## src/rtl/regfile_mp_scoreboard_if.sv

```systemverilog
// Bus bundle for the multi-port register file: read ports, write ports,
// scoreboard issue port and the registered busy count.
interface regfile_mp_scoreboard_if #(
  parameter int XLEN  = 32,
  parameter int NREGS = 32,
  parameter int NRD   = 2,
  parameter int NWR   = 1
);
  localparam int KEYW = $clog2(NREGS);

  logic [NRD*KEYW-1:0] rd_key;
  logic [NRD*XLEN-1:0] rd_value;
  logic [NRD-1:0]      rd_busy;

  logic [NWR-1:0]      wr_enable;
  logic [NWR*KEYW-1:0] wr_key;
  logic [NWR*XLEN-1:0] wr_value;

  logic                sb_set_enable;
  logic [KEYW-1:0]     sb_set_key;

  logic [KEYW:0]       busy_count;

  modport master (
    output rd_key, wr_enable, wr_key, wr_value, sb_set_enable, sb_set_key,
    input  rd_value, rd_busy, busy_count
  );

  modport slave (
    input  rd_key, wr_enable, wr_key, wr_value, sb_set_enable, sb_set_key,
    output rd_value, rd_busy, busy_count
  );
endinterface

```

## src/rtl/regfile_mp_scoreboard.sv

```systemverilog
// Multi-port integer register file with write-to-read bypass and a per-register
// busy scoreboard (issue sets, writeback clears). Register 0 reads as zero.
module regfile_mp_scoreboard #(
  parameter int XLEN   = 32,
  parameter int NREGS  = 32,
  parameter int NRD    = 2,
  parameter int NWR    = 1,
  parameter bit BYPASS = 1'b1
) (
  input  logic                    clk,
  input  logic                    reset,
  regfile_mp_scoreboard_if.slave  bus
);
  localparam int KEYW = $clog2(NREGS);

  logic [XLEN-1:0]     reg_q [NREGS];
  logic [NREGS-1:0]    busy;
  logic [KEYW:0]       busy_count;

  logic [NREGS-1:0]    wr_hit;
  logic [XLEN-1:0]     wr_data [NREGS];
  logic [NREGS-1:0]    busy_next;
  logic [KEYW:0]       count_next;

  logic [NRD*XLEN-1:0] rd_value;
  logic [NRD-1:0]      rd_busy;

  // Resolve all write ports per register; the ascending scan lets the
  // highest-index port overwrite lower ones on a key conflict.
  always_comb begin
    wr_hit = '0;
    for (int r = 0; r < NREGS; r++) wr_data[r] = '0;
    for (int w = 0; w < NWR; w++) begin
      for (int r = 1; r < NREGS; r++) begin
        if (bus.wr_enable[w] && bus.wr_key[w*KEYW +: KEYW] == KEYW'(r)) begin
          wr_hit[r]  = 1'b1;
          wr_data[r] = bus.wr_value[w*XLEN +: XLEN];
        end
      end
    end
  end

  // Writeback clears, then issue sets, so a same-cycle set wins.
  always_comb begin
    busy_next = busy & ~wr_hit;
    if (bus.sb_set_enable && bus.sb_set_key != '0) busy_next[bus.sb_set_key] = 1'b1;
    busy_next[0] = 1'b0;
    count_next = '0;
    for (int r = 0; r < NREGS; r++) count_next = count_next + {{KEYW{1'b0}}, busy_next[r]};
  end

  for (genvar r = 0; r < NREGS; r++) begin : g_reg
    if (r == 0) begin : g_zero
      assign reg_q[r] = '0;
    end else begin : g_live
      logic [XLEN-1:0] q;
      // NOTE: the array lives in resettable flops rather than a RAM macro because
      // reset must clear every register, so no read can ever return X afterwards.
      always_ff @(posedge clk) begin
        if (reset)          q <= '0;
        else if (wr_hit[r]) q <= wr_data[r];
      end
      assign reg_q[r] = q;
    end
  end

  always_ff @(posedge clk) begin
    if (reset) begin
      busy       <= '0;
      busy_count <= '0;
    end else begin
      busy       <= busy_next;
      busy_count <= count_next;
    end
  end

  // Reads: key 0 and reset force zero; a bypassed write also masks busy,
  // since the consumer receives the producer's value this cycle.
  always_comb begin
    rd_value = '0;
    rd_busy  = '0;
    for (int p = 0; p < NRD; p++) begin
      if (!reset && bus.rd_key[p*KEYW +: KEYW] != '0) begin
        if (BYPASS && wr_hit[bus.rd_key[p*KEYW +: KEYW]]) begin
          rd_value[p*XLEN +: XLEN] = wr_data[bus.rd_key[p*KEYW +: KEYW]];
        end else begin
          rd_value[p*XLEN +: XLEN] = reg_q[bus.rd_key[p*KEYW +: KEYW]];
          rd_busy[p]               = busy[bus.rd_key[p*KEYW +: KEYW]];
        end
      end
    end
  end

  assign bus.rd_value   = rd_value;
  assign bus.rd_busy    = rd_busy;
  assign bus.busy_count = busy_count;
endmodule

```

## src/flat_wrapper.sv

```systemverilog
// flat-port wrapper written by rule: the top's interface ports become plain ports
module regfile_mp_scoreboard_flat 
#(
  parameter int XLEN   = 32,
  parameter int NREGS  = 32,
  parameter int NRD    = 2,
  parameter int NWR    = 1,
  parameter bit BYPASS = 1'b1
)
  (clk, reset, bus_rd_key, bus_wr_enable, bus_wr_key, bus_wr_value, bus_sb_set_enable, bus_sb_set_key, bus_rd_value, bus_rd_busy, bus_busy_count);
  regfile_mp_scoreboard_if #(.XLEN(XLEN), .NREGS(NREGS), .NRD(NRD), .NWR(NWR)) bus_i ();
  input  logic clk;
  input  logic reset;
  input wire logic [$bits(bus_i.rd_key)-1:0] bus_rd_key;
  input wire logic [$bits(bus_i.wr_enable)-1:0] bus_wr_enable;
  input wire logic [$bits(bus_i.wr_key)-1:0] bus_wr_key;
  input wire logic [$bits(bus_i.wr_value)-1:0] bus_wr_value;
  input wire logic [$bits(bus_i.sb_set_enable)-1:0] bus_sb_set_enable;
  input wire logic [$bits(bus_i.sb_set_key)-1:0] bus_sb_set_key;
  output wire logic [$bits(bus_i.rd_value)-1:0] bus_rd_value;
  output wire logic [$bits(bus_i.rd_busy)-1:0] bus_rd_busy;
  output wire logic [$bits(bus_i.busy_count)-1:0] bus_busy_count;
  assign bus_i.rd_key = bus_rd_key;
  assign bus_i.wr_enable = bus_wr_enable;
  assign bus_i.wr_key = bus_wr_key;
  assign bus_i.wr_value = bus_wr_value;
  assign bus_i.sb_set_enable = bus_sb_set_enable;
  assign bus_i.sb_set_key = bus_sb_set_key;
  assign bus_rd_value = bus_i.rd_value;
  assign bus_rd_busy = bus_i.rd_busy;
  assign bus_busy_count = bus_i.busy_count;
  regfile_mp_scoreboard #(.XLEN(XLEN), .NREGS(NREGS), .NRD(NRD), .NWR(NWR), .BYPASS(BYPASS)) u_core (.clk(clk), .reset(reset), .bus(bus_i));
endmodule
```

## config.mk

```make
export PLATFORM = sky130hd
export DESIGN_NAME = regfile_mp_scoreboard_flat
export DESIGN_NICKNAME = d
export VERILOG_FILES = /design/src/rtl/regfile_mp_scoreboard_if.sv /design/src/rtl/regfile_mp_scoreboard.sv /design/src/flat_wrapper.sv
export SDC_FILE = /design/constraint.sdc
export NUM_CORES = 2
export LEC_CHECK = 0
export CAP_MARGIN = 20
export CORE_MARGIN = 10
export CORE_UTILIZATION = 40
export CTS_BUF_LIST = sky130_fd_sc_hd__clkbuf_8
export DETAILED_ROUTE_END_ITERATION = 8
export SYNTH_ARGS = -nofsm -noshare
export SYNTH_HDL_FRONTEND = slang
export SYNTH_SLANG_ARGS = --single-unit
```

## constraint.sdc

```tcl
create_clock -name clk -period 12.4 [get_ports clk]
set_input_delay 1.86 -clock clk [delete_from_list [all_inputs] [get_ports clk]]
set_output_delay 1.86 -clock clk [all_outputs]
set_load 0.01 [all_outputs]
```

==> metrics.json <==
{
  "io-pin-count": {"value": 128},
  "post_cts.repair.setup_buffers": {"value": 0},
  "vdd_drop_max": {"value": 0.000121, "unit": "V"},
  "drt-pass1-iter-count": {"value": 6},
  "most-common-layout-cells": {"value": "sky130_fd_sc_hd__nand2_1 (2052), sky130_fd_sc_hd__a21oi_1 (1066), sky130_fd_sc_hd__dfxtp_1 (1029)"},
  "endpoint_type_of_the_worst_setup_path": {"value": "output pin"},
  "nature_of_the_critical_path_startpoint": {"value": "primary input"},
  "fp.coreArea": {"value": 138000, "unit": "um^2"},
  "clkSinkCount": {"value": 1029},
  "routedWlPerCell": {"value": 30.3, "unit": "um"},
  "drt.antenna.violating_nets": {"value": 0},
  "worst_ep_required_time": {"value": 10.54, "unit": "ns"},
  "place_congestion": {"value": 0.959},
  "num-nets-final": {"value": 6115},
  "dominantRegCellSynth": {"value": "sky130_fd_sc_hd__dfxtp_1"},
  "floorplan.die.width": {"value": 392, "unit": "um"},
  "mostFrequentLayoutCell": {"value": "sky130_fd_sc_hd__nand2_1"},
  "viasPerCell": {"value": 6.43},
  "switching_share": {"value": 28.0, "unit": "%"},
  "power.internal": {"value": 5.27, "unit": "mW"},
  "fp.dieArea": {"value": 154000, "unit": "um^2"},
  "ys_warn_count": {"value": 0},
  "ctsRootBufferMaster": {"value": "sky130_fd_sc_hd__clkbuf_8"},
  "power.switching": {"value": 2.05, "unit": "mW"},
  "floorplan.rows": {"value": 136},
  "slew_hr": {"value": 19.9, "unit": "%"},
  "hold_viol_final": {"value": 0},
  "avgSynthCellArea": {"value": 8.92, "unit": "um^2"},
  "worstSetupPathDepth": {"value": 9},
  "grt_use_total": {"value": 30.4, "unit": "%"},
  "nFillCells": {"value": 13046},
  "cts_hold_buf": {"value": 0},
  "min_delay_path_depth": {"value": 2},
  "kind_of_cell_adding_the_most_delay_to_the_critical_path": {"value": "buffers and inverters"},
  "power_per_cell_area": {"value": 119, "unit": "nW/um^2"},
  "grt_first_pass_wirelength": {"value": 344, "unit": "mm"},
  "number_of_different_library_cells_in_the_post_synthesis_netlist": {"value": 79},
  "clkPwrFrac": {"value": 44.0, "unit": "%"},
  "worst_path_most_repeated_cell": {"value": "sky130_fd_sc_hd__clkdlybuf4s50_1"},
  "post_synth_edffs": {"value": 0},
  "synth_largest_area_cell": {"value": "sky130_fd_sc_hd__dfxtp_1"},
  "initial_core_util": {"value": 40.3, "unit": "%"},
  "synth.net_count": {"value": 6309},
  "worst-endpoint-arrival": {"value": 6.65, "unit": "ns"},
  "fin_crit_sh": {"value": 68.6, "unit": "%"},
  "skew": {"value": 0.0103, "unit": "ns"},
  "grt_overflow_total": {"value": 0},
  "max-clock-path-buffers": {"value": 3},
  "cts_resized": {"value": 0},
  "cts_made_buffers": {"value": 179},
  "pin_count_of_the_biggest_net_entering_global_routing": {"value": 100},
  "via_count_of_the_first_global_routing_pass": {"value": 49007},
  "postRouteWirelength": {"value": 241, "unit": "mm"},
  "die-height": {"value": 392, "unit": "um"},
  "htree_num_levels": {"value": 4},
  "timing.final.ws_setup": {"value": 3.89, "unit": "ns"},
  "number_of_endpoints_failing_setup_at_the_final_stage": {"value": 0},
  "hpwl": {"value": 135, "unit": "mm"},
  "numPortBuffers": {"value": 127},
  "maxSlewViolCount": {"value": 0},
  "synth_cells": {"value": 6221},
  "synth_top_cell_area_share": {"value": 37.1, "unit": "%"},
  "slew_worst_pin": {"value": 1.17, "unit": "ns"},
  "clock_insertion_delay_worst_skew": {"value": 0.90, "unit": "ns"},
  "async_reset_ff_share": {"value": 0, "unit": "%"},
  "drc": {"value": 0},
  "post-place-ws": {"value": 3.21, "unit": "ns"},
  "final.setup.tns": {"value": 0, "unit": "ns"},
  "r2r.worst_path.cells": {"value": 16},
  "synth_seq_area_share": {"value": 37.1, "unit": "%"},
  "sequentialPowerShare": {"value": 45.9, "unit": "%"},
  "status": {"value": "complete, no violations"},
  "cp_cell_sequence": {"value": "clkdlybuf4s50_1 -> xnor2_1 -> nand2_1 -> nor3_1 -> a21oi_4 -> buf_4 -> o21ai_0 -> o2111a_1 -> clkdlybuf4s50_1"},
  "route.vias.total": {"value": 51160},
  "power.static_leakage": {"value": 19.9, "unit": "nW"},
  "antenna_found_initial": {"value": 15},
  "hp-class": {"value": "reg2reg"},
  "max_freq": {"value": 0.118, "unit": "GHz"},
  "post_route_cells_drive_above_1_share": {"value": 19.2, "unit": "%"},
  "crit_buf_inv": {"value": 3},
  "tritoncts": {"value": "yes"},
  "critical-path-max-stage-delay": {"value": 0.95, "unit": "ns"},
  "power_total": {"value": 7.31, "unit": "mW"},
  "comb_power_share": {"value": 10.1, "unit": "%"},
  "crit_path_max_fanout": {"value": 39},
  "final.min_clock_period": {"value": 8.51, "unit": "ns"},
  "ys_top_cells_by_area": {"value": "sky130_fd_sc_hd__dfxtp_1 (37%), sky130_fd_sc_hd__mux4_2 (24%), sky130_fd_sc_hd__nand2_1 (14%)"},
  "setup.worst_path.class": {"value": "in2out"},
  "area.growth.synth_to_final": {"value": 10.9, "unit": "%"},
  "dr.first_iter.drc_count": {"value": 7826},
  "drv_cap": {"value": 0},
  "postSynthRegisterBits": {"value": 1029},
  "critical-path-slowest-cell": {"value": "sky130_fd_sc_hd__xnor2_1"},
  "path_clk_slew": {"value": 0.06, "unit": "ns"},
  "unrepaired_setup_endpoints_after_global_routing": {"value": "false"},
  "syn-cell-area": {"value": 55500, "unit": "um^2"}
}
[worst reg2reg max path, cell delays in order (launching register included)]
cell and delay (ns):
sky130_fd_sc_hd__dfxtp_1 0.33, sky130_fd_sc_hd__a22o_1 0.21, sky130_fd_sc_hd__ha_1 0.33, sky130_fd_sc_hd__fa_1 0.46
sky130_fd_sc_hd__fa_1 0.52, sky130_fd_sc_hd__fa_1 0.44, sky130_fd_sc_hd__fa_1 0.49, sky130_fd_sc_hd__inv_1 0.05
sky130_fd_sc_hd__fa_1 0.46, sky130_fd_sc_hd__fa_1 0.49, sky130_fd_sc_hd__inv_1 0.04, sky130_fd_sc_hd__ha_1 0.20
sky130_fd_sc_hd__fa_1 0.47, sky130_fd_sc_hd__a21o_1 0.20, sky130_fd_sc_hd__a21oi_1 0.16, sky130_fd_sc_hd__xor2_1 0.18
sky130_fd_sc_hd__nor2_1 0.06
[flip-flops by register name (all words and copies together) (netlist names)]
register,flops
u_core.bus.busy_count,6
u_core.busy,31
u_core.g.g_live.q,992
[logic make-up (layout without fill, tap and decap cells)]
logic type / Yosys count / in the layout / share of synthesized area (%)
AND/OR/NAND/NOR: 2366 / 2366 / 16.7
AO/OA/AOI/OAI: 1354 / 1354 / 13.4
flip-flops: 1029 / 1029 / 37.1
multiplexers: 715 / 715 / 26.2
buffers and inverters: 711 / 643 / 5.21
adder cells (fa/ha/maj): 32 / 32 / 1.03
XOR/XNOR: 14 / 14 / 0.255
other: 0 / 10 / 0
[worst paths after layout]
path                                              startpoint                                    endpoint  slack [ns]
setup / recovery                               bus_wr_key[0]                            bus_rd_value[60]        3.89
hold / removal    u_core.g_reg[25].g_live.q[24]$_SDFFE_PP0N_  u_core.g_reg[25].g_live.q[24]$_SDFFE_PP0N_        0.46
hold reg to reg   u_core.g_reg[25].g_live.q[24]$_SDFFE_PP0N_  u_core.g_reg[25].g_live.q[24]$_SDFFE_PP0N_        0.46
setup reg to reg                   u_core.busy[1]$_SDFF_PP0_         u_core.bus.busy_count[4]$_SDFF_PP0_        7.19
[Yosys cell counts, drive strengths merged, types with 4 or more instances]
master	number
a211o	4
a211oi	22
a21o	6
a21oi	1068
a221oi	7
a22o	46
a22oi	20
a31oi	14
and2	11
and3	5
buf	161
clkbuf	511
dfxtp	1029
fa	23
ha	9
inv	37
mux2	71
mux2i	60
mux4	584
nand2	2079
nand2b	7
nand3	56
nand4	8
nor2	110
nor2b	25
nor3	29
nor3b	6
nor4	9
o2111ai	7
o211ai	9
o21ai	81
o22ai	6
o2bb2ai	9
o31ai	10
o41ai	10
or3	4
xnor2	10
xor2	4
[through the flow]
step | hold WS [ns] | area [um^2] | utilization [%] | cells
4_1_cts | 0.464 | 61500 | 44.7 | 7946
5_1_grt | 0.481 | 61500 | 44.7 | 7950
3_5_place_dp | 0.457 | 57900 | 42.0 | 7639
3_3_place_gp | 0.448 | 57900 | 42.0 | 7639
2_1_floorplan | 0.442 | 55500 | - | 6221
6_report | 0.464 | 61500 | 44.7 | 7957
[per-layer routing]
layer / global-route usage, % / part of all wire [%]
met2: 45.5 / 44
met1: 38.0 / 37
met5: 0 / 0.019
met4: 18.0 / 6.5
met3: 10.1 / 13
[area by class of cell]
| cell class | instances | area, um^2 | area share [%] |
|---|---|---|---|
| Antenna cell | 10 | 25.0 | 0.0407 |
| Clock inverter | 74 | 403 | 0.655 |
| Timing Repair Buffer | 297 | 2580 | 4.19 |
| Sequential cell | 1029 | 20600 | 33.5 |
| Inverter | 39 | 148 | 0.240 |
| Multi-Input combinational cell | 4481 | 32300 | 52.5 |
| Clock buffer | 233 | 3210 | 5.21 |
| Tap cell | 1794 | 2240 | 3.65 |
[power groups by stage]
stage          logic, mW  clock network, mW  registers [mW]
2_1_floorplan      0.452                  0            3.42
3_3_place_gp       0.720                  0            3.42
3_5_place_dp       0.719                  0            3.43
4_1_cts            0.720               3.23            3.35
5_1_grt            0.763               3.38            3.36
6_report           0.742               3.22            3.35
No activity file was read; power rests on OpenSTA's default activity.
